==> src/rtl/datapath_pkg.sv <==
// datapath_pkg: register-file widths and types shared by the operand select, register bank and writeback stages
package datapath_pkg;
    localparam int DATA_W = 16;
    localparam int ADDR_W = 4;
    localparam int NREG   = 1 << ADDR_W;

    typedef logic [ADDR_W-1:0]      reg_addr_t;
    typedef logic [DATA_W-1:0]      reg_data_t;
    typedef logic [NREG-1:0]        reg_mask_t;
    typedef reg_data_t [NREG-1:0]   reg_file_t;
endpackage

==> src/rtl/reg_bank_read_port.sv <==
// reg_bank_read_port: combinational 16:1 register select with same-cycle write bypass and busy lookup
//   regs/rsv           : current storage and reservation state
//   addr               : source register
//   wr_en/wr_addr/data : writeback in flight this cycle (bypass source)
//   data               : selected operand, bypassed when the writeback targets addr
//   busy               : reservation still pending after this cycle's writeback
module reg_bank_read_port
    import datapath_pkg::*;
(
    input  reg_file_t regs,
    input  reg_mask_t rsv,
    input  reg_addr_t addr,
    input  logic      wr_en,
    input  reg_addr_t wr_addr,
    input  reg_data_t wr_data,
    output reg_data_t data,
    output logic      busy
);
    logic hit;

    always_comb begin
        hit  = wr_en && (wr_addr == addr);
        data = hit ? wr_data : regs[addr];
        busy = rsv[addr] && !hit;
    end
endmodule

==> src/rtl/reg_bank16.sv <==
// reg_bank16: 16x16 register bank with two registered read ports, write bypass and a reservation scoreboard
//   rd_req/rd_addr_a/rd_addr_b -> rd_ready (comb), rd_valid/rd_data_a/rd_data_b (registered, 1-cycle latency)
//   rsv_en/rsv_addr            : reserve a destination register; rsv_err pulses on double reservation
//   wr_en/wr_addr/wr_data      : writeback, clears the reservation of wr_addr
//   busy_mask                  : raw reservation state
module reg_bank16
    import datapath_pkg::*;
(
    input  logic              clk,
    input  logic              rst_n,
    input  logic              rd_req,
    input  logic [ADDR_W-1:0] rd_addr_a,
    input  logic [ADDR_W-1:0] rd_addr_b,
    output logic              rd_ready,
    output logic              rd_valid,
    output logic [DATA_W-1:0] rd_data_a,
    output logic [DATA_W-1:0] rd_data_b,
    input  logic              rsv_en,
    input  logic [ADDR_W-1:0] rsv_addr,
    input  logic              wr_en,
    input  logic [ADDR_W-1:0] wr_addr,
    input  logic [DATA_W-1:0] wr_data,
    output logic [NREG-1:0]   busy_mask,
    output logic              rsv_err
);
    reg_file_t regs_q, regs_d;
    reg_mask_t rsv_q, rsv_d;
    reg_data_t rd_data_a_q, rd_data_a_d, rd_data_b_q, rd_data_b_d;
    reg_data_t data_a, data_b;
    logic      rd_valid_q, rd_valid_d, rsv_err_q, rsv_err_d;
    logic      busy_a, busy_b, accept;

    reg_bank_read_port u_port_a (
        .regs(regs_q), .rsv(rsv_q), .addr(rd_addr_a),
        .wr_en(wr_en), .wr_addr(wr_addr), .wr_data(wr_data),
        .data(data_a), .busy(busy_a)
    );

    reg_bank_read_port u_port_b (
        .regs(regs_q), .rsv(rsv_q), .addr(rd_addr_b),
        .wr_en(wr_en), .wr_addr(wr_addr), .wr_data(wr_data),
        .data(data_b), .busy(busy_b)
    );

    always_comb begin
        rd_ready    = !(busy_a || busy_b);
        accept      = rd_req && rd_ready;
        rd_valid_d  = accept;
        rd_data_a_d = accept ? data_a : rd_data_a_q;
        rd_data_b_d = accept ? data_b : rd_data_b_q;
        regs_d      = regs_q;
        rsv_d       = rsv_q;
        if (wr_en) begin
            regs_d[wr_addr] = wr_data;
            rsv_d[wr_addr]  = 1'b0;
        end
        // reservation is ordered after a same-edge write, so it wins
        if (rsv_en)
            rsv_d[rsv_addr] = 1'b1;
        // a bit retired by this cycle's writeback is not a double reservation
        rsv_err_d = rsv_en && rsv_q[rsv_addr] && !(wr_en && (wr_addr == rsv_addr));
    end

    always_ff @(posedge clk or negedge rst_n) begin
        if (!rst_n) begin
            regs_q      <= '0;
            rsv_q       <= '0;
            rd_valid_q  <= 1'b0;
            rd_data_a_q <= '0;
            rd_data_b_q <= '0;
            rsv_err_q   <= 1'b0;
        end else begin
            regs_q      <= regs_d;
            rsv_q       <= rsv_d;
            rd_valid_q  <= rd_valid_d;
            rd_data_a_q <= rd_data_a_d;
            rd_data_b_q <= rd_data_b_d;
            rsv_err_q   <= rsv_err_d;
        end
    end

    assign rd_valid  = rd_valid_q;
    assign rd_data_a = rd_data_a_q;
    assign rd_data_b = rd_data_b_q;
    assign busy_mask = rsv_q;
    assign rsv_err   = rsv_err_q;
endmodule

==> config.mk <==
export PLATFORM = sky130hd
export DESIGN_NAME = reg_bank16
export DESIGN_NICKNAME = d
export VERILOG_FILES = /design/src/rtl/datapath_pkg.sv /design/src/rtl/reg_bank_read_port.sv /design/src/rtl/reg_bank16.sv
export SDC_FILE = /design/constraint.sdc
export NUM_CORES = 1
export LEC_CHECK = 0
export ABC_AREA = 1
export BUFFER_PORTS_ARGS = -buffer_cell sky130_fd_sc_hd__buf_2
export CORE_MARGIN = 1.5
export CORE_UTILIZATION = 30
export CTS_BUF_LIST = sky130_fd_sc_hd__clkbuf_4
export CTS_CLUSTER_SIZE = 12
export DETAILED_ROUTE_END_ITERATION = 10
export MAX_ROUTING_LAYER = met4
export SYNTH_ARGS = -nofsm -noshare
export SYNTH_HDL_FRONTEND = slang
export SYNTH_HIERARCHICAL = 1
export SYNTH_SLANG_ARGS = --single-unit
==> constraint.sdc <==
create_clock -name clk -period 5.2 [get_ports clk]
set_clock_uncertainty 0.2 [all_clocks]
set_input_delay 0.52 -clock clk [delete_from_list [all_inputs] [get_ports clk]]
set_output_delay 0.52 -clock clk [all_outputs]
set_load 0.005 [all_outputs]
==> results.md <==
- First-pass GRT wire length: 102000 um
- Tmin final: 3.54 ns
- Synthesized area: 0.0188 mm2
- Max_slew headroom: 31.0%
- Die area: about 0.064 mm2
- Layout cells sized above 1: 9.36%
- LEAKAGE: 11.3 nW
- Layout area overhead: 11.1%
- Vias in the first global route: 17.4k
- Grt total ovfl: 0
- Area share of the largest cell type after synthesis: approximately two fifths
- DRC: 0
- Worst Tran Pin Value: between 1 and 1.5 ns
- GRT Resource Usage Total: 20.9%
- Largest net degree at the start of global routing: 112
- FMAX: around 280 MHz
- Most frequent cell after synthesis: nand2_1
- Synth Instances: 2910
- VDD IR max: 0.137 mV
- Die Wd: 254 um
- Reg power frac: 44.7%
- Final period utilization: 68.1%
- Nets@finish: roughly 3k
- Psw: ~0.0027 W
- Routability Congestion: 0.890
- Max Root-Sink Buffers: 3
- CTS Sinks: 306
- Final Max Tran Viols: 0
- Placeable Area: 0.0618 mm2
- Post-route ant nets: 0
- Routed len/inst: between 15 and 20 um
- CP dominant cell by count: nor2_1
- Worst EP required: 4.48 ns
- Final wirelength: 64800 um
- Rows: 91
- Syn_area_per_cell: 6.47 um2
- Ranking of synthesized cells by area: dfrtp_1 41%, nand2_1 22%, nand3_1 11%
- Clock transition at the registers of the reported paths: 0.07 ns
- Vias per cell: 4.83
- Yosys reg bits: 306
- CTS tree: done
- Main synth FF type: dfrtp_1
- Die span in y: 254 um
- Initial DRC Count: 1843
- Hold crit path type: input port to flop
- Synth Warn #: 6
- Crit path DAT: 2.82 ns
- Clk pwr share: 30.1%
- Post-synth EDFFs: 0
- Crit. End Element: output pin
- Slowest CP cell: buf_4
- Syn nets: 2947
- Total of max-cap violations: 0
- Total power per unit cell area: 361 mW/mm2
- Unique masters post-synth: 24
- Area leader, netlist: dfrtp_1
- DR vias: 18.6k
- Initial Util: a little under a third
- P_int: 0.00483 W
- CP Class: input port to output pin
- Clock Latency Late Sink: 0.80 ns
- Critical path, cell by cell: buf_4 -> o21ai_1 -> a21oi_4 -> nand3_4 -> nand2_1 -> nor2_1 -> nor2_1 -> buf_2
- Critical Path Fanout Max: 54
- DPL Wire Length: 38500 um
- First-pass DRT Iterations: 6
- Top delay family on crit path: simple AND/OR/NAND/NOR gates
- Final Hold Vio Count: 0
- Status: completed
- Ys async rst share: 100%
- CP bufs+invs: 2
- Root Driver: clkbuf_4
- Layout fillers: 6850
- Max incr delay on CP: roughly 0.50 ns
- Unrepaired setup endpoints after global routing: false
- # H-tree levels: 3
- TritonCTS Buffers: 85
- Initial antenna violation count: 2
- Switching share of power: 36.0%
- Critical Path Start Type: input port
- Setup_tns: 0 ns
- Register area share after synthesis: about two fifths
- Setup slack after layout: roughly 1.7 ns
- Final setup viols: 0
- Gate power share: 25.2%
- Number of I/O pins: 88
- IO buf count: 87
- Placement Setup Slack: 1.04 ns
- Post-synth top cells: 1122 x nand2_1, 429 x inv_1, 396 x nand3_1
## through the flow
stage               power (W)  util (%)  cell area (um2)  hold WS [ns]  std cells
floorplan             0.00464         -            18800        0.0244       2910
global placement      0.00525      31.6            19600         0.265       3674
detailed placement    0.00527      31.6            19600         0.264       3674
CTS                   0.00760      33.8            20900       0.00294       3850
global route          0.00812      33.8            20900        0.0481       3854
finish                0.00755      33.8            20900        0.0707       3854
## state kept, by name, indices dropped and copies added, names as in the netlist
register,cells
rd_data_b,16
busy_mask,16
rsv_err,1
rd_data_a,16
rd_valid,1
regs_q,256
## worst min-delay path, stage by stage
cell and delay, ns:
buf_2 0.09, nand2_1 0.04, buf_4 0.23, nand2_1 0.09, nand2_1 0.05
## cells in the final DEF (no fill, tap or decap), drive strengths merged
cell type / netlist / final
a21oi: 68 / 68
buf: 154 / 117
bufinv: 0 / 1
clkbuf: 36 / 131
clkinv: 1 / 16
dfrtp: 306 / 306
diode: 0 / 4
dlygate4sd3: 0 / 26
inv: 447 / 450
nand2: 1122 / 1122
nand3: 399 / 399
nand4: 32 / 32
nor2: 109 / 109
o211ai: 7 / 7
o21ai: 224 / 224
o22ai: 2 / 2
xor2: 3 / 3
## power groups by stage
stage | clock network (W) | logic (W) | registers [W]
after floorplan | 0 | 0.00135 | 0.00328
after global placement | 0 | 0.00185 | 0.00340
after detailed placement | 0 | 0.00187 | 0.00340
after CTS | 0.00234 | 0.00189 | 0.00337
after global routing | 0.00246 | 0.00221 | 0.00344
final | 0.00227 | 0.00190 | 0.00337
## final cells by class
class	count	area, um2	area share [%]
diodes	4	10.0	0.0479
clock buffers	131	983	4.70
clock inverters	19	98.8	0.473
inverters	448	1690	8.07
multi-input cells	1966	8480	40.5
flip-flops and latches	306	7660	36.6
well taps	837	1050	5.01
repair buffers	143	948	4.54
## path summary, 6_finish.rpt
check / from / end / slack, ns / cells past startpoint
max in group asynchronous: rst_n / regs_q[182] / 3.35 / 3
worst max register to register: busy_mask[14] / rd_data_a[8] / 2.12 / 12
worst max-delay path: rd_addr_b[0] / rd_ready / 1.66 / 8
worst min register to register: rd_data_b[6] / rd_data_b[6] / 0.28 / 2
min in group asynchronous: rst_n / regs_q[225] / 0.15 / 2
worst min-delay path: rd_req / rd_data_a[5] / 0.07 / 5
## layer usage
metal	vias up	routed length, um	global-route usage (%)
li1	9085	-	-
met1	8651	29100	28.2
met2	741	29200	31.8
met3	133	4710	3.45
met4	0	1830	7.03
met5	-	0	-
## cell families after synthesis
group | synth area share, %
AND/OR/NAND/NOR | 36.7
buffers and inverters | 14.3
flip-flops | 40.7
AO/OA/AOI/OAI | 8.23
XOR/XNOR | 0.140
## what timing repair did
action,4_1_cts,5_1_grt
hold buffers,26,0
gates resized for setup,0,0
setup buffers,0,0
endpoints found under the hold margin,138,0
(Power assumes the default switching activity.)
